`config.mk`:
```
export PLATFORM = sky130hd
export DESIGN_NAME = branch_resolve
export DESIGN_NICKNAME = d
export VERILOG_FILES = /design/src/rtl/branch_resolve_pkg.sv /design/src/rtl/branch_resolve_sat_counter.sv /design/src/rtl/branch_resolve.sv
export SDC_FILE = /design/constraint.sdc
export NUM_CORES = 1
export LEC_CHECK = 0
export CAP_MARGIN = 0
export CORE_UTILIZATION = 45
export DETAILED_ROUTE_END_ITERATION = 8
export PLACE_DENSITY = 0.72
export SYNTH_ARGS = -nofsm -noshare
export SYNTH_HDL_FRONTEND = slang
export SYNTH_HIERARCHICAL = 1
export SYNTH_SLANG_ARGS = --single-unit
```
`constraint.sdc`:
```
create_clock -name clk -period 6.6 [get_ports clk]
set_clock_uncertainty 0.2 [all_clocks]
set_input_delay 1.98 -clock clk [delete_from_list [all_inputs] [get_ports clk]]
set_output_delay 1.98 -clock clk [all_outputs]
set_load 0.02 [all_outputs]
```
`src/rtl/branch_resolve_pkg.sv`:
```
// Shared constants and state encoding for the EX-stage branch resolution unit.
package branch_resolve_pkg;

  typedef enum logic {
    BR_IDLE     = 1'b0,
    BR_REDIRECT = 1'b1
  } br_state_e;

  localparam int unsigned INSN_SIZE = 4;

endpackage

```
`src/rtl/branch_resolve_sat_counter.sv`:
```
// Saturating event counter: counts up on inc, sticks at all-ones.
module sat_counter #(
  parameter int CNT_W = 32
) (
  input  logic             clk,
  input  logic             rst_n,
  input  logic             inc,
  output logic [CNT_W-1:0] count
);

  always_ff @(posedge clk) begin
    if (!rst_n) begin
      count <= '0;
    end else if (inc && (count != '1)) begin
      count <= count + 1'b1;
    end
  end

endmodule

```
`src/rtl/branch_resolve.sv`:
```
// Compares the EX-stage prediction with the actual outcome and issues a
// registered redirect plus flush strobes on a mismatch.
//
// state       | meaning
// BR_IDLE     | resolving branches normally
// BR_REDIRECT | redirect/flush asserted, EX holds a wrong-path instruction
module branch_resolve
  import branch_resolve_pkg::*;
#(
  parameter int XLEN  = 32,
  parameter int CNT_W = 32
) (
  input  logic             clk,
  input  logic             rst_n,
  input  logic             PL_stall_ex,
  input  logic             branch_ex,
  input  logic             SP_prediction_result_ex,
  input  logic             branch_taken_ex,
  input  logic [XLEN-1:0]  pc_ex,
  input  logic [XLEN-1:0]  imme_ex,
  output logic             mispredict,
  output logic             redirect_valid,
  output logic [XLEN-1:0]  redirect_pc,
  output logic             flush_if,
  output logic             flush_id,
  output logic             flush_ex,
  output logic [CNT_W-1:0] branch_count,
  output logic [CNT_W-1:0] mispredict_count
);

  br_state_e       state, state_nxt;
  logic            resolve;
  logic [XLEN-1:0] target;

  assign resolve    = (state == BR_IDLE) && branch_ex && !PL_stall_ex;
  assign mispredict = resolve && (SP_prediction_result_ex != branch_taken_ex);
  // Sum wraps modulo 2^XLEN by truncation.
  assign target     = pc_ex + (branch_taken_ex ? imme_ex : XLEN'(INSN_SIZE));

  always_comb begin
    state_nxt = state;
    case (state)
      BR_IDLE:     if (mispredict) state_nxt = BR_REDIRECT;
      BR_REDIRECT: if (!PL_stall_ex) state_nxt = BR_IDLE;
      default:     state_nxt = BR_IDLE;
    endcase
  end

  always_ff @(posedge clk) begin
    if (!rst_n) begin
      state       <= BR_IDLE;
      redirect_pc <= '0;
    end else begin
      state <= state_nxt;
      if (mispredict) redirect_pc <= target;
    end
  end

  // Strobes are decoded straight from the state register, so they are registered.
  assign redirect_valid = (state == BR_REDIRECT);
  assign flush_if       = redirect_valid;
  assign flush_id       = redirect_valid;
  assign flush_ex       = redirect_valid;

  sat_counter #(.CNT_W(CNT_W)) u_branch_cnt (
    .clk   (clk),
    .rst_n (rst_n),
    .inc   (resolve),
    .count (branch_count)
  );

  sat_counter #(.CNT_W(CNT_W)) u_mispredict_cnt (
    .clk   (clk),
    .rst_n (rst_n),
    .inc   (mispredict),
    .count (mispredict_count)
  );

endmodule

```
# Yosys cells after proc, flatten, opt, wreduce, memory -nomap -nowiden
# Index checks and enable logic that the tools add are counted.
[classes]
addsub = 3
eq_ne = 3
muxes = 4
bitwise_logic = 1
reduce_logical = 6
[ops]
columns = ["operator", "n"]
rows = [
  ["$add 32x1->32 const B", 2],
  ["$ne 32x32->1 const B", 2],
  ["$add 32x32->32", 1],
  ["$mux 32", 1],
  ["$logic_and 1x1->1", 5],
  ["$mux 1", 2],
  ["$pmux 1 s2", 1],
  ["$logic_not 1->1", 1],
  ["$ne 1x1->1", 1],
  ["$not 1->1", 1],
]
[totals]
register_bits = 97
in_bits = 70
word_cells = 21

# Logic depth before layout (Yosys ltp)
# Gate-level depths: netlist of run 1.
[depth]
word_depth = 6
ltp_mapped = 12

# By module
# Netlist of run 1, hierarchy kept.
[by_module_without_submodules]
columns = ["mod", "instances", "cells_each", "area_each_um2", "seq_area_each_um2"]
rows = [
  ["sat_counter", 2, 200, 1704.1, 640.6],
  ["branch_resolve", 1, 404, 3114.2, 660.6],
]

# Worst setup path after synthesis of run 1
# Ideal clock, no wire load.
[synth_timing]
path_kind = "input to output"
startpoint = "input port branch_ex"
endpoint = "output port mispredict"
arrival_ns = 3.006
required_time_ns = 4.420
setup_slack_ns = 1.414
cell_stages = 4
path_buffers = 1
cell_sequence = "nor3b_1 > nand2_2 > inv_1 > buf_6"
[synth_between]
elab_chain_cells = 3
[synth_lines]
columns = ["item", "line_no", "rtl"]
rows = [
  ["start, declared", "branch_resolve.sv:16", "input logic branch_ex,"],
  ["$logic_and 1x1->1 (2 in a row)", "branch_resolve.sv:35", "assign resolve = (state == BR_IDLE) && branch_ex && !PL_stall_ex;"],
  ["$logic_and 1x1->1", "branch_resolve.sv:36", "assign mispredict = resolve && (SP_prediction_result_ex != branch_taken_ex);"],
  ["end, declared", "branch_resolve.sv:21", "output logic mispredict,"],
]
# Every way passes these cells.

# Worst setup path in the final report of run 1
[layout_timing]
startpoint = "input port branch_taken_ex"
endpoint = "output port mispredict"
[layout_between]
elab_chain_cells = 2
[layout_lines]
columns = ["item", "line_no", "rtl"]
rows = [
  ["start, declared", "branch_resolve.sv:18", "input logic branch_taken_ex,"],
  ["$ne 1x1->1", "branch_resolve.sv:36", ""],
  ["$logic_and 1x1->1", "branch_resolve.sv:36", ""],
]
# Every way passes these cells.

==> results.toml, run 1 <==
[synthesis]
synth_warnings = 6
synth-async-reset-ratio_pct = 0
yosysTopAreaCell = "dfxtp_1"
ys_seq_elements = 97
synth-edff-count = 0
yosysMostFrequentCell = "dfxtp_1"
synth_area_sq_mm = 0.006523
synth_fp_nets = 909
ys_seq_area_share_pct = 29.77
ys_top_cells_by_count = "dfxtp_1 (97), nand2_1 (80), a21oi_1 (60)"
synth_area_leaders = "dfxtp_1 (30%), ha_1 (6.5%), and2_1 (4.9%)"
synth_top_area_share_pct = 29.77
synth_cells = 804
syn_avg_cell_area_sq_um = 8.113
ys.flop_type = "dfxtp_1"
ys_types = 73

[global_route]
grtUsageMet1_pct = 31.84
track_usage_pct = 23.64
top_usage_layer = "met2"
grt_max_degree = 54
grt_pass1_wl_microns = 28350
grt_overflow = 0
use_met2_pct = 37.57
grt_pass1_vias = 5947
grt.met3_usage_pct = 3.439
antenna_found_initial = 0

[clock_network]
htree_levels = 3
root_buffer = "clkbuf_16"
cts_tree = "yes"
cts_buffer_depth = 2
postCtsHoldBufs = 0
cts_resized = 0
clock-sinks = 97
clkTransAtPathRegs_ns = 0.07
cts_setup_buffers = 0
clkLatencyLatePin_ns = 0.35
numCtsBuffers = 9

[sta]
period_minus_slack_ns = 5.805
max_slew_margin_pct = 35.31
hold_violations = 0
final-setup-viol-count = 0
timing.final.crit_share_pct = 87.96
worstMarginPinSlew_ns = 0.9624
grt_setup_unrepaired = "no"
fin_setup_tns_ns = 0
fmax_mhz = 172.3
drv_slew = 0

[setup_path]
worst-path-stages = 5
crit_path_top_delay_cell = "clkdlybuf4s50_1"
crit_top_cell = "clkdlybuf4s50_1"
slowest_delay_ns = 0.61
worstPathCellList = "clkdlybuf4s50_1, xor2_1, nand2_2, inv_1, clkdlybuf4s50_1"
critPathBufInv = 3
worstSetupStartpointType = "primary input"
reg2regPathDepth = 11
critPathArrivalTime_ns = 3.63
cp_max_fo = 2
end_kind = "output port"
crit_required_ns = 4.42
cp_top_family = "buffers and inverters"
crit_type = "primary input to output port"

[power]
p_per_area_mw_per_mm2 = 171.2
ir_drop_mv = 0.1354
power_leakage_nw = 3.077

[routing]
avgRoutedWirePerCell_microns = 15.48
routed_wl_microns = 17540
postRouteAntennaNets = 0
route.detailed.drc = 0
via_count = 6572
dr.pass1.iters = 5
viasPerCell = 5.801
drt_iter0_drc = 356

[floorplan]
dieArea_sq_mm = 0.01498
core_sq_mm = 0.01399
die_w_microns = 122.4
core.rowCount = 43
die_h_microns = 122.4
io_pins = 171
initial_core_util_pct = 46.63

[job]
drv_cap = 0

[cells_and_area]
layout-drive-gt1-share_pct = 5.666
syn2layout_area_growth_pct = 32.13
fin_nets = 1053
fillCellCount = 1309
regArea_sq_mm = 0.001942
antennaDiodeCount = 0
multiInputGateArea_sq_mm = 0.004309
utilization_pct = 61.61

[placed_design]
dp_hpwl_microns = 13070
place.port_buffers = 170
place.gp.congestion = 0.9215

[min_path]
whs_path_depth = 2
hp-class = "register to register"

[run_status]
status = "complete, no violations"
==> cell usage in the layout, fill, tap and decap left out, types with 22 or more instances in the layout <==
cell,count
nand3_1,40
clkdlybuf4s50_1,169
and2_1,51
nand2_1,80
xnor2_1,25
nand4_1,28
o31ai_1,22
o21ai_0,44
dfxtp_1,97
nor2_1,29
ha_1,34
a21oi_1,60
or4_1,22
==> worst min-delay path, cell delays in order (launching register included) <==
cell and delay [ns]:
dfxtp_1 0.31, nand2_1 0.04, a21boi_0 0.06
==> state kept, by name (all words and copies together) (netlist names) <==
register and cells:
redirect_pc 32, u_branch_cnt/count 32, u_mispredict_cnt/count 32, flush_ex 1
==> per-layer routing <==
| metal | share of wire [%] | routed length, microns |
|---|---|---|
| met1 | 48 | 8350 |
| met2 | 45 | 7871 |
| met3 | 4.8 | 846 |
| met4 | 2.7 | 467 |
| met5 | 0 | 0 |
==> path summary, 6_finish.rpt <==
| kind | startpoint | endpoint | slack, ns |
|---|---|---|---|
| setup / recovery | branch_taken_ex | mispredict | 0.79 |
| hold / removal | redirect_pc[0] | redirect_pc[0] | 0.27 |
| setup reg to reg | flush_ex | u_mispredict_cnt/count[31] | 3.37 |
| hold reg to reg | redirect_pc[0] | redirect_pc[0] | 0.27 |
==> power by group <==
part	leakage, nW	internal [W]	switching [W]	total, W
clock network	0.159	0.000342	0.000234	0.000576
registers	0.784	0.000598	0.00000894	0.000607
logic	2.13	0.000139	0.000153	0.000292
==> per-stage QoR <==
step                      std cells  cell area, sq um  hold WS [ns]  worst slack (ns)  power (W)
after detailed placement       1117              8297        0.2613            0.8076  0.0009099
after global routing           1133              8618        0.3196            0.7441   0.001537
after floorplan                 804              6523        0.3386             1.414  0.0008021
after global placement         1117              8297        0.2562            0.8102  0.0009102
after CTS                      1133              8618        0.2715            0.8076   0.001484
final                          1133              8618        0.2654            0.7946   0.001475
==> cell type report <==
type / count / share of cell area, %
timing repair buffer: 178 / 20.38
inverter: 17 / 0.7404
tap: 180 / 2.613
clock inverter: 5 / 0.9146
clock buffer: 11 / 2.816
sequential: 97 / 22.53
multi-input combinational: 645 / 50.00
==> cell families (layout without fill, tap and decap cells) <==
logic type	count (synthesis)	after routing	share of synthesized area [%]
xor gates and xnor gates	35	35	4.700
DFF	97	97	29.77
and+or+nand+nor	351	351	30.58
muxes	14	14	2.148
adders and majority gates	35	35	6.829
buffers and inverters	62	211	4.354
AOI/OAI and AO/OA	210	210	21.62
Power figures use the tool's default switching activity.
==> run 2, diff against run 1 <==
DONT_BUFFER_PORTS = 1   (was default)
PLACE_DENSITY = 0.57   (was 0.72)
==> run 2 against run 1 <==
Net effect: sequential power up 3%; clock power down 14%; register-to-register slack worse by 0.74 ns; routed wire length down 4.9%; via count down 10%; die area unchanged; largest cell class unchanged; critical path type unchanged; worst hold slack better by 0.10 ns; highest routed layer unchanged; global-route usage down 1.5 points.
==> results.toml, run 2 (synthesized netlist as in run 1, its figures left out) <==
[job]
drv_cap = 0

[routing]
dr.pass1.iters = 7
avgRoutedWirePerCell_microns = 17.42
via_count = 5915
route.detailed.drc = 0
viasPerCell = 6.181
drt_iter0_drc = 299
routed_wl_microns = 16670
postRouteAntennaNets = 0

[floorplan]
core.rowCount = 43
initial_core_util_pct = 46.63
die_w_microns = 122.4
die_h_microns = 122.4
core_sq_mm = 0.01399
dieArea_sq_mm = 0.01498
io_pins = 171

[sta]
drv_slew = 0
timing.final.crit_share_pct = 75.74
period_minus_slack_ns = 4.999
hold_violations = 0
setup_slack_ns = 1.601
final-setup-viol-count = 0
max_slew_margin_pct = 34.75
grt_setup_unrepaired = "no"
fin_setup_tns_ns = 0
fmax_mhz = 200.1
worstMarginPinSlew_ns = 0.9707

[cells_and_area]
fillCellCount = 1397
syn2layout_area_growth_pct = 4.988
antennaDiodeCount = 0
reg.largest.list = "redirect_pc x32, u_branch_cnt/count x32, u_mispredict_cnt/count x32"
final_common_cell = "dfxtp_1"
post-route-cell-area_sq_mm = 0.006848
utilization_pct = 48.95
final_cell_mix = "dfxtp_1 (97), nand2_1 (80), a21oi_1 (60)"
fin_nets = 880
layout-drive-gt1-share_pct = 6.049
fin_cells = 957

[global_route]
track_usage_pct = 22.13
grt_overflow = 0
antenna_found_initial = 0
grt_pass1_wl_microns = 26710
grt_max_degree = 81
grt_pass1_vias = 5595

[setup_path]
worstSetupStartpointType = "primary input"
crit_required_ns = 4.42
end_kind = "output port"
r2r_setup_slack_ns = 2.63
crit_type = "primary input to output port"
reg2regPathDepth = 9
cp_max_fo = 10
critPathArrivalTime_ns = 2.82

[power]
p_per_area_mw_per_mm2 = 192.5
ir_drop_mv = 0.1537
power_leakage_nw = 2.422

[placed_design]
dp_hpwl_microns = 12280
place.gp.congestion = 0.9019
dp_cells = 944
place.port_buffers = 0
place_area_sq_mm = 0.006578
place_ws_ns = 1.356

[clock_network]
root_buffer = "clkbuf_16"
clock-sinks = 97
clkLatencyLatePin_ns = 0.34
cts_resized = 0
clkTransAtPathRegs_ns = 0.06
numCtsBuffers = 9
postCtsHoldBufs = 0
htree_levels = 3
cts_setup_buffers = 0
cts_buffer_depth = 2
cts_tree = "yes"

[min_path]
whs_path_depth = 2
hp-class = "register to register"

[run_status]
status = "complete, no violations"
run 2: worst max-delay path, stage by stage:
cell and delay [ns]:
nor3b_1 0.18, buf_4 0.19, nand2_2 0.06, inv_1 0.40
run 2: final timing paths:
| path | startpoint | to |
|---|---|---|
| hold / removal | redirect_pc[0] | redirect_pc[0] |
| hold reg to reg | redirect_pc[0] | redirect_pc[0] |
| setup reg to reg | flush_ex | u_mispredict_cnt/count[31] |
| setup / recovery | PL_stall_ex | mispredict |
run 2: layout make-up:
class                      instances  area [sq um]  area share (%)
clock buffer                      13         270.3           3.947
inverter                          17         63.81          0.9318
multi-input combinational        645          4309           62.93
sequential                        97          1942           28.36
tap                              180         225.2           3.289
timing repair buffer               5         37.54          0.5481
run 2: power by group:
part | total, W | internal [W] | leakage, nW | switching [W]
registers | 0.000626 | 0.000598 | 0.784 | 0.0000279
clock network | 0.000497 | 0.000281 | 0.134 | 0.000217
logic | 0.000195 | 0.0000819 | 1.50 | 0.000113
total | 0.00132 | 0.000961 | 2.42 | 0.000358
run 2: routing by layer:
metal	routed length, microns	share of wire, %	vias up	GRT usage, %
met4	309	1.9	0	7.851
met5	0	0	-	0
li1	-	-	2956	-
met2	7955	48	157	37.50
met1	7288	44	2782	26.74
met3	1121	6.7	20	5.948
run 2: through the flow:
step / power (W) / hold slack [ns]
after floorplan: 0.0008021 / 0.3386
after global placement: 0.0008312 / 0.3607
after detailed placement: 0.0008340 / 0.3590
after CTS: 0.001339 / 0.3688
after global routing: 0.001389 / 0.4072
final: 0.001318 / 0.3652
==> run 3, diff against run 2 <==
PLACE_DENSITY = 0.59   (was 0.57)
clock period = 4.15 ns   (was 6.6 ns; I/O delays follow)
==> run 3 against run 2 <==
Net effect: combinational power up 63%; largest cell class unchanged; global-route usage up 0.88 points; sequential power up 59%; critical endpoint unchanged; die area unchanged; setup slack worse by 1.1 ns; non-clock buffer count up 5; power up 66%; highest routed layer unchanged.
==> results.toml, run 3 (synthesized netlist as in run 1, its figures left out) <==
[global_route]
track_usage_pct = 23.01
grt_overflow = 0
grt_pass1_vias = 5724
antenna_found_initial = 0
grt_max_degree = 81
grt_pass1_wl_microns = 27640

[floorplan]
core_sq_mm = 0.01399
die_h_microns = 122.4
core.rowCount = 43
io_pins = 171
dieArea_sq_mm = 0.01498
die_w_microns = 122.4
initial_core_util_pct = 46.63

[clock_network]
cts_resized = 0
clock-sinks = 97
clkLatencyLatePin_ns = 0.35
cts_buffer_depth = 2
clkTransAtPathRegs_ns = 0.07
postCtsHoldBufs = 0
cts_tree = "yes"
numCtsBuffers = 9
htree_levels = 3
root_buffer = "clkbuf_16"
cts_setup_buffers = 0

[routing]
drt_iter0_drc = 271
postRouteAntennaNets = 0
routed_wl_microns = 17180
avgRoutedWirePerCell_microns = 17.80
route.detailed.drc = 0
viasPerCell = 6.170
via_count = 5954
dr.pass1.iters = 4

[job]
drv_cap = 0

[cells_and_area]
fin_nets = 885
final_cell_mix = "dfxtp_1 (97), nand2_1 (80), a21oi_1 (60)"
fin_cells = 965
layout-drive-gt1-share_pct = 6.879
reg.largest.list = "redirect_pc x32, u_branch_cnt/count x32, u_mispredict_cnt/count x32"
fillCellCount = 1399
syn2layout_area_growth_pct = 6.158
antennaDiodeCount = 0
final_common_cell = "dfxtp_1"

[power]
seqPwrFrac_pct = 45.4
p_int_w = 0.001600
pwr-share-clk_pct = 40.1
swShare_pct = 26.91
ir_drop_mv = 0.2168
power_leakage_nw = 2.464
p_per_area_mw_per_mm2 = 316.1
p_comb_share_pct = 14.6
switchingPower_w = 0.0005891

[sta]
hold_slack_ns = 0.3709
period_minus_slack_ns = 3.692
hold_violations = 0
drv_slew = 0
worstMarginPinSlew_ns = 0.9608
grt_setup_unrepaired = "no"
fin_setup_tns_ns = 0
final-setup-viol-count = 0
timing.final.crit_share_pct = 88.96
max_slew_margin_pct = 35.41
fmax_mhz = 270.9

[setup_path]
crit_required_ns = 2.70
startpoint = "branch_ex"
timing.rr.end = "u_branch_cnt/count[30]"
worstSetupStartpointType = "primary input"
critPathArrivalTime_ns = 2.25
reg2regPathDepth = 5
end_kind = "output port"
crit-reg2reg-launch = "u_branch_cnt/count[3]"
cp_max_fo = 20
r2r_setup_slack_ns = 1.04
crit_type = "primary input to output port"

[placed_design]
place.port_buffers = 0
dp_hpwl_microns = 12640
dp_cells = 949
place.gp.congestion = 0.8903

[run_status]
status = "complete, no violations"

[min_path]
whs_path_depth = 2
min-delay-start = "redirect_pc[0]"
hp-class = "register to register"
min_to = "redirect_pc[0]"
run 3: stage by stage:
step / total power [W] / setup slack, ns / util, % / cell area (sq um)
after floorplan: 0.001276 / 0.04664 / - / 6523
after global placement: 0.001323 / 0.2606 / 47.29 / 6615
after detailed placement: 0.001329 / 0.2173 / 47.29 / 6615
after CTS: 0.002217 / 0.4108 / 49.50 / 6924
after global routing: 0.002290 / 0.3400 / 49.50 / 6924
final: 0.002189 / 0.4580 / 49.50 / 6924
run 3: worst max path at each step:
stage | cells after the start | slack [ns] | endpoint
after global placement | 11 | 0.26 | redirect_pc[24]
after detailed placement | 11 | 0.22 | redirect_pc[24]
final | 4 | 0.46 | mispredict
after floorplan | 9 | 0.05 | u_mispredict_cnt/count[31]
after CTS | 4 | 0.41 | mispredict
after global routing | 4 | 0.34 | mispredict
run 3: critical path, cell delays in order:
cell and delay, ns:
nor3b_1 0.47, nand2_2 0.11, inv_1 0.11, buf_4 0.31
run 3: cell type report:
| type | count | area [sq um] | share of cell area [%] |
|---|---|---|---|
| repair buffers | 10 | 75.07 | 1.084 |
| clock inverters | 2 | 35.03 | 0.5060 |
| clock buffers | 14 | 274.0 | 3.957 |
| inverters | 17 | 63.81 | 0.9216 |
| flip-flops and latches | 97 | 1942 | 28.04 |
| multi-input cells | 645 | 4309 | 62.23 |
| well taps | 180 | 225.2 | 3.253 |
run 3: power by group through the flow:
stage	Sequential, W	Clock [W]	Combinational [W]
6_report	0.000993	0.000877	0.000318
5_1_grt	0.000995	0.000938	0.000357
4_1_cts	0.000993	0.000907	0.000317
3_5_place_dp	0.00101	0	0.000314
3_3_place_gp	0.00101	0	0.000309
2_1_floorplan	0.00101	0	0.000268
run 3: metal layers:
| layer | vias up | part of all wire [%] | routed length (microns) | track usage [%] |
|---|---|---|---|---|
| li1 | 2968 | - | - | - |
| met1 | 2793 | 43 | 7407 | 27.24 |
| met2 | 178 | 48 | 8285 | 39.78 |
| met3 | 15 | 7.3 | 1248 | 6.552 |
| met4 | 0 | 1.4 | 239 | 7.317 |
| met5 | - | 0 | 0 | 0 |
